## config.mk

```make
export PLATFORM = sky130hd
export DESIGN_NAME = sccb_init_seq
export DESIGN_NICKNAME = d
export VERILOG_FILES = /design/src/rtl/sccb_init_seq.sv
export SDC_FILE = /design/constraint.sdc
export NUM_CORES = 1
export LEC_CHECK = 0
export ABC_CLOCK_PERIOD_IN_PS = 3300
export CORE_ASPECT_RATIO = 0.9
export CORE_MARGIN = 4
export CORE_UTILIZATION = 44
export DETAILED_ROUTE_END_ITERATION = 8
export GPL_TIMING_DRIVEN = 0
export MAX_ROUTING_LAYER = met4
export PLACE_DENSITY = 0.7
export SYNTH_ARGS = -nofsm -noshare
export SYNTH_HDL_FRONTEND = slang
export SYNTH_SLANG_ARGS = --single-unit
```

## constraint.sdc

```tcl
create_clock -name clk -period 3.3 [get_ports clk]
set_clock_uncertainty 0.1 [all_clocks]
set_input_delay 0.495 -clock clk [delete_from_list [all_inputs] [get_ports clk]]
set_output_delay 0.495 -clock clk [all_outputs]
set_load 0.005 [all_outputs]
```

## src/rtl/sccb_init_seq.sv

```systemverilog
// -----------------------------------------------------------------------------
// sccb_init_seq
//   Camera register-init sequencer. Walks an external init table (synchronous
//   ROM/BRAM, one clk read latency) and issues one SCCB write per entry to the
//   downstream SCCB master. Table words:
//     32'h0000_0000          END of table
//     32'hFFFF_nnnn          DELAY of nnnn milliseconds
//     anything else          WRITE {ID[7:1],0,SubAddM,SubAddL,Data}
//   A per-transaction timeout guards against a stuck Busy.
//
//   Optional feature macro: SCCB_VERIFY_EN
//     When defined, every WRITE is followed by a read-back (op 01 then op 10)
//     and ReadData is compared with the written data byte.
//
// Ports
//   clk, rstn          clock, asynchronous active-low reset
//   Go                 1-cycle start pulse (honoured only in IDLE/DONE/ERR)
//   Addr16             1 = 16-bit sub-address mode, sampled at Go
//   Tbl_Addr/Tbl_Data  init table read port
//   Start/WR/DataIn    command to the SCCB master; Busy/ReadData from it
//   Active/Done/Error  status; Err_Addr = table index of the failing entry
// -----------------------------------------------------------------------------
module sccb_init_seq #(
    parameter int ADDR_W     = 8,
    parameter int CLK_PER_MS = 100000,
    parameter int TMO_CYC    = 1048576
) (
    input  logic              clk,
    input  logic              rstn,
    input  logic              Go,
    input  logic              Addr16,
    output logic [ADDR_W-1:0] Tbl_Addr,
    input  logic [31:0]       Tbl_Data,
    output logic              Start,
    output logic [3:0]        WR,
    output logic [31:0]       DataIn,
    input  logic              Busy,
    input  logic [7:0]        ReadData,
    output logic              Active,
    output logic              Done,
    output logic              Error,
    output logic [ADDR_W-1:0] Err_Addr
);

    localparam int CYC_W = $clog2(CLK_PER_MS + 1);
    localparam int TMO_W = $clog2(TMO_CYC + 1);
    localparam logic [CYC_W-1:0] CYC_LAST = CYC_W'(CLK_PER_MS - 1);
    localparam logic [TMO_W-1:0] TMO_LAST = TMO_W'(TMO_CYC - 1);

    typedef enum logic [3:0] {
        S_IDLE, S_FETCH, S_DECODE, S_DELAY, S_ISSUE,
        S_WAIT_H, S_WAIT_L, S_NEXT, S_DONE, S_ERR
    } state_t;

    state_t           state;
    logic [31:0]      word;      // latched table entry
    logic             addr16_q;  // addressing mode for the whole sequence
    logic [CYC_W-1:0] cyc;       // clk count inside the current millisecond
    logic [15:0]      ms;        // elapsed milliseconds of a DELAY entry
    logic [TMO_W-1:0] tmo;       // clks spent waiting on the current transaction

`ifdef SCCB_VERIFY_EN
    logic [1:0] op;              // 00 write, 01 read phase1, 10 read phase2
    logic [7:0] wr_byte;
    // The data byte position inside DataIn depends on the sub-address width.
    assign wr_byte = addr16_q ? word[7:0] : word[15:8];
`else
    logic [1:0] op;
    logic       unused_read_data;
    assign op               = 2'b00;
    assign unused_read_data = ^ReadData;
`endif

    // NOTE: every register here, including the latched table word, is cleared
    // by the async reset so an abandoned transaction leaves no stale command.
    always_ff @(posedge clk or negedge rstn) begin
        if (!rstn) begin
            state    <= S_IDLE;
            Tbl_Addr <= '0;
            Start    <= 1'b0;
            WR       <= '0;
            DataIn   <= '0;
            Active   <= 1'b0;
            Done     <= 1'b0;
            Error    <= 1'b0;
            Err_Addr <= '0;
            word     <= '0;
            addr16_q <= 1'b0;
            cyc      <= '0;
            ms       <= '0;
            tmo      <= '0;
`ifdef SCCB_VERIFY_EN
            op       <= 2'b00;
`endif
        end else begin
            // NOTE: non-blocking default keeps Start a single-cycle pulse;
            // only the ISSUE branch overrides it.
            Start <= 1'b0;
            case (state)
                S_IDLE, S_DONE, S_ERR: begin
                    if (Go) begin
                        state    <= S_FETCH;
                        Tbl_Addr <= '0;
                        Active   <= 1'b1;
                        Done     <= 1'b0;
                        Error    <= 1'b0;
                        Err_Addr <= '0;
                        addr16_q <= Addr16;
                    end
                end
                // The ROM registers Tbl_Addr during this clk; data is valid in DECODE.
                S_FETCH: state <= S_DECODE;
                S_DECODE: begin
                    word <= Tbl_Data;
                    cyc  <= '0;
                    ms   <= '0;
                    if (Tbl_Data == 32'h0000_0000) begin
                        state  <= S_DONE;
                        Done   <= 1'b1;
                        Active <= 1'b0;
                    end else if (Tbl_Data[31:16] == 16'hFFFF) begin
                        state <= (Tbl_Data[15:0] == 16'd0) ? S_NEXT : S_DELAY;
                    end else begin
                        state <= S_ISSUE;
`ifdef SCCB_VERIFY_EN
                        op    <= 2'b00;
`endif
                    end
                end
                S_DELAY: begin
                    if (cyc == CYC_LAST) begin
                        cyc <= '0;
                        if (ms == word[15:0] - 16'd1) state <= S_NEXT;
                        else                          ms    <= ms + 16'd1;
                    end else begin
                        cyc <= cyc + 1'b1;
                    end
                end
                // Hold off while the master is still busy (e.g. a transaction
                // abandoned by a reset) so Start never overlaps Busy.
                S_ISSUE: begin
                    if (!Busy) begin
                        Start  <= 1'b1;
                        WR     <= {1'b0, addr16_q, op};
                        DataIn <= word;
                        tmo    <= '0;
                        state  <= S_WAIT_H;
                    end
                end
                S_WAIT_H: begin
                    if (Busy) begin
                        tmo   <= tmo + 1'b1;
                        state <= S_WAIT_L;
                    end else if (tmo >= TMO_LAST) begin
                        state    <= S_ERR;
                        Error    <= 1'b1;
                        Err_Addr <= Tbl_Addr;
                        Active   <= 1'b0;
                    end else begin
                        tmo <= tmo + 1'b1;
                    end
                end
                S_WAIT_L: begin
                    if (!Busy) begin
`ifdef SCCB_VERIFY_EN
                        if (op == 2'b00) begin
                            op    <= 2'b01;
                            state <= S_ISSUE;
                        end else if (op == 2'b01) begin
                            op    <= 2'b10;
                            state <= S_ISSUE;
                        end else if (ReadData == wr_byte) begin
                            state <= S_NEXT;
                        end else begin
                            state    <= S_ERR;
                            Error    <= 1'b1;
                            Err_Addr <= Tbl_Addr;
                            Active   <= 1'b0;
                        end
`else
                        state <= S_NEXT;
`endif
                    end else if (tmo >= TMO_LAST) begin
                        state    <= S_ERR;
                        Error    <= 1'b1;
                        Err_Addr <= Tbl_Addr;
                        Active   <= 1'b0;
                    end else begin
                        tmo <= tmo + 1'b1;
                    end
                end
                // The last table slot ends the sequence instead of wrapping to 0.
                S_NEXT: begin
                    if (Tbl_Addr == '1) begin
                        state  <= S_DONE;
                        Done   <= 1'b1;
                        Active <= 1'b0;
                    end else begin
                        Tbl_Addr <= Tbl_Addr + 1'b1;
                        state    <= S_FETCH;
                    end
                end
                default: state <= S_IDLE;
            endcase
        end
    end

endmodule

```

# Word level (Yosys, flattened, before mapping)
# Index checks and enable logic that the tools add are counted.
[totals] reg_bits=144 word_cells=109 in_bits=45 output_inout_bits=56
[classes] magnitude_cmp=1 n_eq_ne=23 reduce_logical=19 n_mux=46 add_sub_neg=5 bitwise_logic=1
[ops] cell="2-to-1 mux 21 bit" n=4
[ops] cell="case mux 21 bit (3 select lines)" n=1
[ops] cell="2-to-1 mux 8 bit" n=5
[ops] cell="2-to-1 mux 4 bit" n=9
[ops] cell="case mux 17 bit (2 select lines)" n=1
[ops] cell="logical NOT 32 bit" n=1
[ops] cell="2-to-1 mux 16 bit" n=2
[ops] cell="case mux 16 bit (2 select lines)" n=1
[ops] cell="case mux 4 bit (8 select lines)" n=1
[ops] cell="case mux 8 bit (3 select lines)" n=1
[ops] cell="adder 21 x 1 -> 21 bit (second input constant)" n=1
[ops] cell="greater-or-equal comparator 21 x 20 -> 1 bit (second input constant)" n=1
[ops] cell="inequality test 2 bit (second input constant)" n=10
[ops] cell="adder 17 x 1 -> 17 bit (second input constant)" n=1
[ops] cell="== test 17 bit (second input constant)" n=1
[ops] cell="2-to-1 mux 17 bit" n=1
[ops] cell="adder 16 x 1 -> 16 bit (second input constant)" n=1
[ops] cell="== test 16 bit" n=1
[ops] cell="== test 16 bit (second input constant)" n=1
[ops] cell="== test 4 x 3 -> 1 bit (second input constant)" n=4
[ops] cell="logical NOT 16 bit" n=1
[ops] cell="case mux 8 bit (2 select lines)" n=1
[ops] cell="subtractor 16 x 1 -> 16 bit (second input constant)" n=1
[ops] cell="2-to-1 mux 1 bit" n=14
[ops] cell="other kinds (18)" n=30

# Depth between registers and ports, before layout
# Gate-level depths: netlist of the first run.
[logic_depth] depth_word=5 mapped_depth=14 depth_no_buf=10

# Worst setup path before layout of the first run
# OpenSTA, ideal clock, no wires.
[synth_path] path_kind="register to register" start="register word[0]" end="register ms[0]" t_arrival_ns=2.844 path_stages_with_launch=15 path_slack_ns=0.238 setup_time_ns=0.118 n_path_buf=4 path_cell_list="dfrtp_1 buf_2 inv_1 ha_1 or4b_4 buf_6 or3_1 o311ai_1 o31ai_1 o21bai_4 nor3_4 buf_6 buf_12 nor4_1 a21o_1"
[synth_between] elab_chain_cells=4
[synth_lines] item="start, declared" line="56" source="logic [31:0] word;"
[synth_lines] item="start signal, assigned" line="114" source="word <= Tbl_Data;"
[synth_lines] item="subtractor 16 x 1 -> 16 bit" line="133" source="if (ms == word[15:0] - 16'd1) state <= S_NEXT;"
[synth_lines] item="== test 16 bit" line="133"
[synth_lines] item="inequality test 2 bit (no source line)"
[synth_lines] item="AND reduction 3 bit (no source line)"
[synth_lines] item="end signal, assigned" line="134" source="else ms <= ms + 16'd1;"
[synth_lines] item="end, declared" line="59" source="logic [15:0] ms;"
# No other way between the ends.
# A chain may end at the register's enable or synchronous reset.

# Worst setup path in the final report of the first run
# Ends and elaborated chain as after synthesis.

==> results of run 1 <==
cells in the final DEF (no fill, tap or decap), drive strengths merged, types with 8 or more instances in the layout:
cell           instances
a21oi                 25
clkbuf                53
mux2                  15
xor2                  11
xnor2                 18
mux2i                  8
nor2b                  8
o31ai                 19
dfrtp                144
or3                   11
and3                  13
nand2                205
clkdlybuf4s50         88
nand2b                18
o41ai                  9
a22o                  13
inv                   25
o21ai                 70
nand3                 25
nor3                  17
a31oi                  9
nor4                  24
nor2                  36
buf                   17
nand4                 17
or4                   10
registers in the layout, summed over array words and instances, names as in the netlist:
name and flops:
ms 16, Err_Addr 8, cyc 17, DataIn 32
word 32, Tbl_Addr 8, addr16_q 1, Done 1
Start 1, WR 1, tmo 21, Active 1
Error 1, state 4
Yosys cell counts, drive strengths merged (10+ instances only):
cell	n	area, um2
a21oi	25	155
a22o	13	114
and3	13	81.3
buf	13	105
clkbuf	35	131
dfrtp	144	3600
inv	18	67.6
mux2	15	169
nand2	205	769
nand2b	18	113
nand3	25	125
nand4	17	106
nor2	36	135
nor3	17	96.4
nor4	24	150
o21ai	70	358
o31ai	19	178
or3	11	68.8
or4	10	75.1
xnor2	18	158
xor2	11	96.3
worst max-delay path by stage:
stage / end / slack, ps / depth (start not counted)
floorplan: ms[0] / 240 / 14
global placement: word[20] / -4420 / 1
detailed placement: state[3] / -260 / 9
CTS: ms[0] / 20 / 14
global route: ms[4] / 0.2 / 10
finish: ms[0] / 120 / 13
routing by layer:
metal	part of all wire [%]	global-route usage (%)	vias up
met3	4.7	3.87	32
met1	48	29.9	3254
met2	46	30.8	178
met5	0	-	-
met4	1.5	6.01	0
li1	-	-	3233
critical path, stage by stage (launching register included):
cell and delay, ps:
dfrtp_1 370, buf_4 160, inv_2 70, ha_1 150, or4b_4 540, nor3_4 220
xnor2_1 160, o311ai_1 140, or3_4 420, nor3_4 230, buf_6 180, buf_12 120
nor4_1 40, a21o_1 160
stage by stage:
stage	area, um2	util [%]	total power, W	worst slack, ps	hold WS (ps)
6_report	9480	56.0	0.00725	125	26.4
5_1_grt	9480	56.0	0.00774	0.178	93.1
4_1_cts	9400	55.5	0.00724	24.6	51.5
3_5_place_dp	8830	52.1	0.00536	-260	354
3_3_place_gp	8800	51.9	0.00531	-4420	344
2_1_floorplan	7620	-	0.00426	238	99.4
power breakdown:
part | internal, W | switching [W] | total (W)
Sequential | 0.00223 | 0.000352 | 0.00258
Clock | 0.00101 | 0.000834 | 0.00184
Combinational | 0.00120 | 0.00162 | 0.00283
Total | 0.00444 | 0.00281 | 0.00725
cell families after synthesis:
group	count (synthesis)	share of synthesized area [%]
buf+inv	67	4.05
simple gates	404	25.3
flops	144	47.4
compound gates	175	15.9
mux	23	3.27
other cells	1	0.0493
xor+xnor	29	3.34
fa+ha+maj	5	0.822
timing repair:
item                       4_1_cts  5_1_grt
cloned                           0        2
pin swaps                        2        5
hold endpoints to repair         0        0
setup endpoints to repair       19       40
buffers inserted                 1        0
resized for setup                1       24
final cells by class:
cell class / count / area [um2]
Tap cell: 235 / 294
Fill cell: 1508 / 7460
Clock inverter: 14 / 123
Inverter: 19 / 71.3
Sequential cell: 144 / 3600
Buffer: 47 / 231
Multi-Input combinational cell: 639 / 3760
Timing Repair Buffer: 93 / 957
Clock buffer: 18 / 439
==> results.cfg, run 1 <==
[floorplan]
io_pins = 101
die-area_um2 = 19500
start_util_pct = 44.9
fp.dieH_um = 133
core_area_um2 = 16900
row_count = 45
dieWidth_um = 147

[clock_tree]
cts_sinks = 144
cts_made_buffers = 17
cts_tree = yes
htree_levels = 4
clk_latency_ps = 430
cts_root_buf = clkbuf_16
cts_max_path_buffers = 2
clk_pin_slew_worst_paths_ps = 70
ctsHoldBuffers = 0

[pwr]
max-vdd-ir-drop_mv = 0.502
power_density_nw_per_um2 = 764
p_leak_nw = 4.02

[min_path]
hold_path_class = in -> async

[synthesis]
ys_seq_area_share_pct = 47.4
syn_avg_cell_area_um2 = 8.97
netlist_instances = 848
synth_edf_count = 0
yosysWarnings = 0
synth_ff_type = dfrtp_1
ys_async_sr_fraction_pct = 100
yosysUniqueCellTypes = 65
synth_area_um2 = 7610
synth-seq-cells = 144

[sta]
hold_viol = 0
worstMarginPinSlew_ps = 769
fmax_ghz = 0.315
period_needed_ps = 3180
final_max_slew_viol_count = 0
slew_headroom_pct = 48.7
grt_setup_unrepaired = false
setup_tns_ps = 0
setup_viol = 0
fin_crit_sh_pct = 96.2

[detailed_routing]
avgViaCountPerCell = 5.54
drc_errors = 0
drt-initial-drc-count = 527
vias = 6697
avgRoutedWirePerCell_um = 16.4
totalWireLength_mm = 19.8
first_pass_iters = 5
ant_nets = 0

[worst_setup_path]
crit_start = word[0]
timing.rr.start = word[0]
reg2reg_depth = 13
arrival_ps = 3400
critical_path_peak_fanout = 8
r2r_setup_slack_ps = 120
critPathKind = reg -> reg
r2r_end = ms[0]
worstPathRequired_ps = 3520
worstSetupStartpointType = register
endpoint_kind = register

[cells_and_area]
diodes = 0
drive_gt1_share_pct = 10.8
area_growth_syn_to_layout_pct = 24.6
nets = 1011
layout.cells.non_filler = 1209

[global_routing]
grt_pass1_wl_mm = 32.5
grt_pass1_vias = 6337
grt_usage_pct = 21.0
gr-total-overflow = 0
antenna_found_initial = 0
grt_max_degree = 82

[place]
io_buffers = 89
hpwl_mm = 13.7
gp_congestion = 0.886
numPlacedInstances = 1175

[run]
cap_viol_max_count = 0

[status]
status = finished, final reports clean
Power figures use the tool's default switching activity.
==> run 2, diff against run 1 <==
--- a/config.mk
+++ b/config.mk
@@ -7,7 +7,6 @@
 export LEC_CHECK = 0
 export ABC_CLOCK_PERIOD_IN_PS = 3300
 export CORE_ASPECT_RATIO = 0.9
-export CORE_MARGIN = 4
 export CORE_UTILIZATION = 44
 export DETAILED_ROUTE_END_ITERATION = 8
 export GPL_TIMING_DRIVEN = 0
==> run 2 against run 1 <==
Clock power up 3%. Die area down 8.4%. Worst setup slack worse by 14 ps. Sequential cell count unchanged. Via count down 0.96%. Maximum frequency down 0.45%. Register-to-register slack about the same. Non-clock buffer count up 1. Count of clock-buffer cells in the layout unchanged. Critical endpoint unchanged.
==> results.cfg, run 2 (synthesis results as in run 1) <==
[clock_tree]
cts_max_path_buffers = 2
cts_root_buf = clkbuf_16
cts_made_buffers = 17
clk_latency_ps = 420
clk_pin_slew_worst_paths_ps = 60
htree_levels = 4
cts_sinks = 144
cts_tree = yes

[worst_setup_path]
timing.rr.start = word[0]
worstSetupStartpointType = register
r2r_end = ms[0]
reg2reg_depth = 13
endpoint_kind = register
arrival_ps = 3400
worstPathRequired_ps = 3510
critical_path_peak_fanout = 10
r2r_setup_slack_ps = 110
critPathKind = reg -> reg

[pwr]
max-vdd-ir-drop_mv = 0.423
power_density_nw_per_um2 = 771
p_leak_nw = 4.07

[min_path]
min_path_cells = 2
hold_start = word[23]
hold_path_class = reg -> reg
holdPathEnd = DataIn[23]

[sta]
grt_setup_unrepaired = false
holdWs_ps = 366
hold_viol = 0
period_needed_ps = 3190
final_max_slew_viol_count = 0
slew_headroom_pct = 38.1
fin_crit_sh_pct = 96.7
worstMarginPinSlew_ps = 920
fmax_ghz = 0.314
setup_viol = 0

[floorplan]
die-area_um2 = 17800
row_count = 45
io_pins = 101
core_area_um2 = 16900
fp.dieH_um = 127
start_util_pct = 45.0
dieWidth_um = 141

[detailed_routing]
avgRoutedWirePerCell_um = 16.3
drt-initial-drc-count = 487
route.met2.wl_mm = 8.91
drc_errors = 0
top_layer = met4
drt-met1-wl_mm = 9.49
dr_wl_met3_um = 796
avgViaCountPerCell = 5.59
ant_nets = 0
totalWireLength_mm = 19.4
first_pass_iters = 5
vias = 6633

[cells_and_area]
final_common_cell = nand2_1
num-fill-cells = 1472
diodes = 0
drive_gt1_share_pct = 11.1
reg.largest.list = DataIn (32), word (32), tmo (21)
nets = 1012
area_growth_syn_to_layout_pct = 25.0
layout.cells.non_filler = 1186
layout_common_cells = nand2_1 (205), dfrtp_1 (143), clkdlybuf4s50_1 (88)

[global_routing]
grt_pass1_wl_mm = 31.9
antenna_found_initial = 0
gr-total-overflow = 0
grt_pass1_vias = 6237
grt_usage_pct = 23.2
grt_max_degree = 99

[place]
hpwl_mm = 13.5
io_buffers = 89
gp_congestion = 0.884
numPlacedInstances = 1151

[status]
status = finished, final reports clean

[run]
cap_viol_max_count = 0
==> run 2: stage by stage <==
stage          TNS (ps)  area [um2]  power, W  utilization, %  worst slack (ps)
2_1_floorplan         0        7620   0.00426               -               238
5_1_grt               0        9510   0.00782            56.3              1.07
3_5_place_dp      -3160        8800   0.00537            52.1              -190
6_report              0        9510   0.00733            56.3               110
3_3_place_gp    -624160        8770   0.00531            51.9             -4330
4_1_cts               0        9410   0.00729            55.7              13.3
==> run 2: area by class of cell <==
type	instances	area [um2]	area share, %
Buffer	47	231	2.43
Clock buffer	18	439	4.62
Clock inverter	14	148	1.55
Inverter	19	71.3	0.750
Multi-Input combinational cell	639	3790	39.8
Sequential cell	144	3600	37.9
Tap cell	211	264	2.78
Timing Repair Buffer	94	962	10.1
==> run 2: worst max path at each step <==
| stage | from | endpoint | cells past startpoint |
|---|---|---|---|
| floorplan | word[0] | ms[0] | 14 |
| global placement | rstn | DataIn[20] | 1 |
| detailed placement | Busy | state[3] | 9 |
| CTS | word[0] | ms[0] | 14 |
| global route | word[0] | ms[0] | 13 |
| finish | word[0] | ms[0] | 13 |
==> run 2: worst max-delay path, cell delays in order (launching register included) <==
cell and delay, ps:
dfrtp_1 360, buf_4 160, inv_2 70, ha_1 150, or4b_4 560, or3_4 410
o311ai_2 260, o31ai_1 110, o21bai_4 200, nor3_4 190, buf_6 160, buf_12 130
nor4_1 50, a21o_1 170
==> run 2: report_power, final <==
part / internal [W] / switching [W] / total (W)
Clock: 0.00108 / 0.000812 / 0.00190
Sequential: 0.00223 / 0.000354 / 0.00258
Combinational: 0.00122 / 0.00163 / 0.00285
Total: 0.00453 / 0.00280 / 0.00733
==> run 2: timing repair <==
action | CTS | global route
pin swaps | 2 | 7
hold buffers | 1 | 0
endpoints found under the setup margin | 23 | 29
gates cloned | 0 | 1
resized for setup | 3 | 25
setup buffers | 1 | 1
endpoints found under the hold margin | 46 | 0
==> run 2: per-layer routing <==
| layer | track usage (%) | up-vias |
|---|---|---|
| met4 | 5.24 | 0 |
| met5 | - | - |
| met1 | 33.4 | 3218 |
| met3 | 3.96 | 14 |
| met2 | 34.3 | 159 |
| li1 | - | 3242 |
==> run 3, diff against run 2 <==
--- a/config.mk
+++ b/config.mk
@@ -6,12 +6,15 @@
 export NUM_CORES = 1
 export LEC_CHECK = 0
 export ABC_CLOCK_PERIOD_IN_PS = 3300
+export CELL_PAD_IN_SITES_DETAIL_PLACEMENT = 0
+export CELL_PAD_IN_SITES_GLOBAL_PLACEMENT = 1
 export CORE_ASPECT_RATIO = 0.9
-export CORE_UTILIZATION = 44
+export CORE_UTILIZATION = 38
 export DETAILED_ROUTE_END_ITERATION = 8
 export GPL_TIMING_DRIVEN = 0
 export MAX_ROUTING_LAYER = met4
-export PLACE_DENSITY = 0.7
+export PLACE_DENSITY = 0.77
 export SYNTH_ARGS = -nofsm -noshare
 export SYNTH_HDL_FRONTEND = slang
 export SYNTH_SLANG_ARGS = --single-unit
+export TNS_END_PERCENT = 5
==> run 3 against run 2 <==
Non-clock buffer count fell by 1. Final cell count up 3.1%. Via count down 1.6%. Combinational power decreased by 1%. Wire length grew 3.3%. Utilization is 7.1 points lower. Final area up 0.36%. Critical endpoint unchanged. Highest routed layer unchanged.
==> results.cfg, run 3 (synthesis results as in run 1) <==
[status]
status = finished, final reports clean

[worst_setup_path]
timing.critical_path.slowest_stage_cell = or4b_4
endpoint_kind = register
critical_path_peak_fanout = 10
cp_cell_sequence = buf_2 -> inv_2 -> ha_1 -> or4b_4 -> buf_6 -> or3_1 -> o311ai_2 -> o31ai_1 -> o21bai_4 -> nor3_4 -> buf_6 -> buf_12 -> nor4_1 -> a21o_1
worstPathRequired_ps = 3510
cp_common_cell = buf_6
crit_buf_inv = 5
arrival_ps = 3460
slowest_delay_ps = 460
cpLargestDelayFamily = simple AND/OR/NAND/NOR gates
critPathKind = reg -> reg
worstSetupStartpointType = register

[place]
numPlacedInstances = 1190
hpwl_mm = 14.1
io_buffers = 89
gp_congestion = 0.891
pre_cts_ws_ps = -354

[pwr]
power_density_nw_per_um2 = 786
p_leak_nw = 4.06
max-vdd-ir-drop_mv = 0.418
total_power_w = 0.00750

[clock_tree]
clk_pin_slew_worst_paths_ps = 70
cts_tree = yes
cts_root_buf = clkbuf_16
clk_latency_ps = 430
cts_sinks = 144
cts_max_path_buffers = 2
htree_levels = 4
cts_made_buffers = 17

[sta]
slew_headroom_pct = 32.7
setup_viol = 0
setup_tns_ps = 0
final_max_slew_viol_count = 0
hold_viol = 0
setup_slack_ps = 54.2
worstMarginPinSlew_ps = 1000
period_needed_ps = 3250
fmax_ghz = 0.308
grt_setup_unrepaired = true
fin_crit_sh_pct = 98.4

[global_routing]
grt_usage_pct = 21.1
grt_use_met3_pct = 4.80
gr-total-overflow = 0
top_usage_layer = met2
grt_use_met2_pct = 30.4
grt_max_degree = 97
grt_pass1_vias = 6277
grt_pass1_wl_mm = 32.9
antenna_found_initial = 0
grt_util_met1_pct = 30.2

[cells_and_area]
drive_gt1_share_pct = 10.1
final_common_cell = nand2_1
nets = 1011
reg.largest.list = DataIn (32), word (32), tmo (21)
fin_util_pct = 49.2
area_growth_syn_to_layout_pct = 25.4
diodes = 0
layout_common_cells = nand2_1 (205), dfrtp_1 (144), clkdlybuf4s50_1 (88)
layout.cells.non_filler = 1223

[run]
cap_viol_max_count = 0

[detailed_routing]
drc_errors = 0
vias = 6527
totalWireLength_mm = 20.0
drt-initial-drc-count = 366
avgViaCountPerCell = 5.34
ant_nets = 0
avgRoutedWirePerCell_um = 16.4
first_pass_iters = 4

[floorplan]
dieWidth_um = 151
die-area_um2 = 20600
row_count = 48
fp.dieH_um = 136
start_util_pct = 39.2
core_area_um2 = 19400
io_pins = 101

[min_path]
hold_path_class = reg -> reg
[run 3: where the power goes]
part | leakage [nW] | internal [W] | total [W] | switching, W
Sequential | 1.90 | 0.00223 | 0.00258 | 0.000352
Clock | 0.317 | 0.00134 | 0.00211 | 0.000770
Combinational | 1.84 | 0.00120 | 0.00281 | 0.00161
[run 3: layout make-up]
cell class,instances,area [um2]
Timing Repair Buffer,92,937
Fill cell,1858,9850
Multi-Input combinational cell,639,3740
Clock inverter,14,214
Sequential cell,144,3600
Buffer,48,239
Tap cell,250,313
Clock buffer,17,425
Inverter,19,71.3
[run 3: final timing paths]
path,start,endpoint,slack (ps),depth (start not counted)
setup / recovery,word[0],ms[0],50,14
hold / removal,word[26],DataIn[26],360,2
setup reg to reg,word[0],ms[0],50,14
hold reg to reg,word[26],DataIn[26],360,2
max in group asynchronous,rstn,tmo[8],1750,3
min in group asynchronous,rstn,cyc[9],490,2
[run 3: worst min-delay path: stages, from the launching register on]
cell     delay (ps)
dfrtp_1         340
nand2_1          50
nand2_1          40
[run 3: repair_timing]
item,CTS,global route
setup buffers,0,1
endpoints found under the hold margin,48,0
hold buffers,1,0
gates cloned,0,0
gates resized for setup,4,9
setup endpoints to repair,18,41
pin swaps,1,1
[run 3: metal layers]
metal | part of all wire (%) | wire length, um | up-vias
met5 | 0 | 0 | -
li1 | - | - | 3221
met3 | 4.4 | 873 | 11
met2 | 44 | 8850 | 125
met1 | 51 | 10100 | 3170
met4 | 0.68 | 137 | 0
[run 3: per-stage QoR]
step                      hold slack [ps]  instance area (um2)
after floorplan                      99.4                 7620
after global placement                351                 8820
after detailed placement              351                 8850
after CTS                             357                 9500
after global routing                  387                 9540
final                                 359                 9540
==> edit 1: new RTL, flow settings as in run 3 <==
The parameter `TMO_CYC` goes from 1048576 to 2097152.
--- a/src/rtl/sccb_init_seq.sv
+++ b/src/rtl/sccb_init_seq.sv
@@ -24,5 +24,5 @@
     parameter int ADDR_W     = 8,
     parameter int CLK_PER_MS = 100000,
-    parameter int TMO_CYC    = 1048576
+    parameter int TMO_CYC    = 2097152
 ) (
     input  logic              clk,
Behaviour: same outputs for any inputs over 4 cycles, from zero or initial values and one cycle with rstn low; that may be too few to reach the edited logic, so the function may still have changed.
==> edit 1 against run 3 <==
Count of clock-buffer cells in the layout did not move. Cell area fell by 0.81%. Routed wire length rose by 5.0%. Power fell by 2.9%. Worst setup slack improved by 0.12 ns. Critical path depth fell by 3. Utilization fell by 0.55 points. Die area rose by 0.37%. Combinational power fell by 1%. Area after synthesis rose by 0.38%. Sequential cell count rose by 1. Highest routed layer unchanged.
==> edit 1: results <==
set metrics [dict create \
    outcome "complete, no violations" \
    dr.pass1.iters 5 \
    post_dp_cell_area_sq_um 8880 \
    met2_usage_pct 31.4 \
    dr_total_vias 6821 \
    hold_end "DataIn[29]$_DFFE_PN0P_" \
    met2WireLength_um 9040 \
    r2r_slack_ns 0.17 \
    wl_met1_um 10600 \
    cp-endpoint "ms[14]$_DFFE_PN0P_" \
    wl_met3_um 1170 \
    cpPeakStageDelay_ns 0.57 \
    grtUsageTotal_pct 22.7 \
    worst_pin_slew_ns 0.898 \
    multi_input_gates 700 \
    avgSynthCellArea_sq_um 8.51 \
    multi_input_area_share_pct 39.5 \
    dpl.hpwl_um 15000 \
    gp_congestion 0.870 \
    cts_resized 2 \
    grt_max_degree 79 \
    whs_ns 0.373 \
    final-nonclk-buf-share_pct 12.6 \
    crit_slowest_cell "or4_4" \
    vias_per_cell 5.37 \
    post-place-ws_ns -0.0177 \
    worstHoldStart "word[29]$_DFFE_PN0P_" \
    rr_worst_depth 11 \
    ys_seq_area_share_pct 47.5 \
    grt_pass1_wl_um 34900 \
    finalNetCount 1059 \
    fin_crit_sh_pct 94.7 \
    inv_count 8 \
    ys_top_cells_by_area "dfrtp_1 48%, nand2_1 14%, o21ai_0 4.5%" \
    ys_types 68 \
    synthTopCellsByCount "282 x nand2_1, 145 x dfrtp_1, 69 x o21ai_0, 44 x nor2_1, 30 x clkbuf_1" \
    ir_drop_uv 317 \
    p_leak_uw 0.00413 \
]
[edit 1: cell count changes after synthesis, sizes merged, moves of 8 or more]
cell | run 3 | this run
xnor2 | 18 | 9
mux2 | 15 | 1
nand2 | 205 | 282
nor2 | 36 | 44
inv | 18 | 8
a22o | 13 | 2
[edit 1: cells by family after synthesis]
kind of cell	count (synthesis)	share of synthesized area, %
muxes	4	0.541
and+or+nand+nor	499	30.9
AOI/OAI and AO/OA	164	13.4
buffers and inverters	54	3.88
adders and majority gates	5	0.819
DFF	145	47.5
other	1	0.0491
xor gates and xnor gates	25	2.87
[edit 1: metrics by stage]
step	utilization, %	TNS, ns
4_1_cts	48.6	0
3_3_place_gp	45.5	-657.56
6_report	48.6	0
5_1_grt	48.6	0
2_1_floorplan	-	0
3_5_place_dp	45.6	-0.0332
[edit 1: report_power, final]
part | leakage, uW | internal (uW) | switching [uW]
Clock | 0.000281 | 1000 | 863
Sequential | 0.00191 | 2250 | 407
Combinational | 0.00194 | 1180 | 1590
==> edit 2: new RTL, settings of run 3 <==
Without the edit above. Register the output `Done` once more, with the module's reset; this adds one clock of latency there. The other outputs are not delayed to match.
--- a/src/rtl/sccb_init_seq.sv
+++ b/src/rtl/sccb_init_seq.sv
@@ -53,4 +53,6 @@
     } state_t;
 
+    logic Done_s0;
+
     state_t           state;
     logic [31:0]      word;      // latched table entry
@@ -82,5 +84,5 @@
             DataIn   <= '0;
             Active   <= 1'b0;
-            Done     <= 1'b0;
+            Done_s0  <= 1'b0;
             Error    <= 1'b0;
             Err_Addr <= '0;
@@ -103,5 +105,5 @@
                         Tbl_Addr <= '0;
                         Active   <= 1'b1;
-                        Done     <= 1'b0;
+                        Done_s0  <= 1'b0;
                         Error    <= 1'b0;
                         Err_Addr <= '0;
@@ -117,5 +119,5 @@
                     if (Tbl_Data == 32'h0000_0000) begin
                         state  <= S_DONE;
-                        Done   <= 1'b1;
+                        Done_s0 <= 1'b1;
                         Active <= 1'b0;
                     end else if (Tbl_Data[31:16] == 16'hFFFF) begin
@@ -194,5 +196,5 @@
                     if (Tbl_Addr == '1) begin
                         state  <= S_DONE;
-                        Done   <= 1'b1;
+                        Done_s0 <= 1'b1;
                         Active <= 1'b0;
                     end else begin
@@ -206,4 +208,12 @@
     end
 
+    always_ff @(posedge clk or negedge rstn) begin
+        if (!rstn) begin
+            Done <= '0;
+        end else begin
+            Done <= Done_s0;
+        end
+    end
+
 endmodule
 
Formal check against the unedited RTL: not equivalent (Yosys sat finds a counterexample within 4 cycles, from zero or initial values and one cycle with rstn low).
==> edit 2 against run 3 <==
Sequential power increased by 3%. Area after synthesis down 2.0%. Non-clock buffer count decreased by 4. Routed wire length shrank 1.8%. Worst setup slack improved by 0.15 ns. Cell area fell by 2.3%. Global-route usage is 0.43 points lower. Power shrank 2.3%. Combinational power is 6% lower. Sequential cell count is 1 higher. Largest power group is now sequential cells. Highest routed layer unchanged.
==> edit 2: results <==
set metrics [dict create \
    drive_gt1_share_pct 5.36 \
    finalNetCount 1026 \
    cts_setup_buffers 0 \
    whs_ns 0.295 \
    p_leak_uw 0.00417 \
    crit_slowest_cell "o41ai_4" \
    synthAdderAreaFrac_pct 0.974 \
    syn_inst 864 \
    synth_compound_area_share_pct 14.0 \
    r2r_slack_ns 0.21 \
    gp_congestion 0.875 \
    grt_max_degree 98 \
    ys_types 68 \
    wl_per_cell_um 15.9 \
    worst_pin_slew_ns 0.802 \
    cpPeakStageDelay_ns 0.58 \
    outcome "complete, no violations" \
    avgSynthCellArea_sq_um 8.63 \
    grt_pass1_wl_um 31900 \
    fillers 1884 \
    muxShareOfSynthArea_pct 1.53 \
    dr.pass1.iters 5 \
    dp_cells 1206 \
    dpl.hpwl_um 13900 \
    rr_worst_depth 8 \
    drt-total-wl_um 19600 \
    cp.arrival_ns 3.30 \
    grt_pass1_vias 6122 \
    synth-xor-area-share_pct 4.11 \
    ys_seq_area_share_pct 48.7 \
]
edit 2: changes by cell type in the layout (fill, tap and decap cells not counted), moves of 8 or more:
cell / delta
mux2_2: -12
nand2b_1: -12
or4_1: -9
o41ai_1: -8
o31ai_1: -8
nor2_1: +18
a21oi_2: -8
nand2_1: +53
a21oi_1: +8
edit 2: area by class of cell:
class                   count  area (sq um)  share of cell area [%]
plain buffers              45           198                    2.12
clock buffers              22           484                    5.19
clock inverters             9           130                    1.40
inverters                  15          56.3                   0.604
multi-input cells         661          3590                    38.5
flip-flops and latches    145          3630                    38.9
well taps                 250           313                    3.35
repair buffers             91           930                    9.97
edit 2: worst paths after layout:
path                                        to           startpoint
min in group asynchronous  cyc[12]$_DFFE_PN0P_                 rstn
max                          ms[1]$_DFFE_PN0P_  word[0]$_DFFE_PN0P_
max reg2reg                  ms[1]$_DFFE_PN0P_  word[0]$_DFFE_PN0P_
max in group asynchronous    ms[5]$_DFFE_PN0P_                 rstn
min reg2reg                     Done$_DFF_PN0_  Done_s0$_DFFE_PN0P_
min                             Done$_DFF_PN0_  Done_s0$_DFFE_PN0P_
edit 2: stage by stage:
step | setup TNS [ns] | setup slack, ns | utilization (%)
2_1_floorplan | 0 | 0.622 | -
3_3_place_gp | -642.06 | -4.44 | 45.1
3_5_place_dp | -0.342 | -0.150 | 45.2
4_1_cts | 0 | 0.145 | 48.5
5_1_grt | 0 | 0.0184 | 48.5
6_report | 0 | 0.208 | 48.5
edit 2: cell families (layout without fill, tap and decap cells):
logic type	count (synthesis)	count (layout)
simple gates	445	445
compound gates	161	161
flops	145	145
buf+inv	60	182
xor+xnor	35	35
mux	11	11
fa+ha+maj	6	6
other cells	1	3
edit 2: power by group:
group | internal, uW | switching (uW)
Clock | 1260 | 760
Combinational | 1120 | 1530
Sequential | 2270 | 391
Total | 4650 | 2680
edit 2: per-layer routing:
metal	track usage (%)	part of all wire (%)	wire length [um]	vias up
li1	-	-	-	3220
met1	29.1	49	9620	3100
met2	30.1	45	8850	160
met3	3.65	4.5	879	22
met4	6.63	1.5	290	0
met5	-	0	0	-
edit 2: timing repair:
item	4_1_cts	5_1_grt
hold endpoints to repair	48	0
pin swaps	0	0
resized for setup	1	2
endpoints found under the setup margin	3	12
hold buffers	1	0
edit 2: worst reg2reg max path, stage by stage, from the launching register on:
cell and delay, ns:
dfrtp_1 0.42, nor3_2 0.57, o211ai_1 0.20, a211oi_1 0.27, nand4b_1 0.20, o41ai_4 0.58
a21oi_4 0.19, buf_6 0.21, a41o_1 0.23
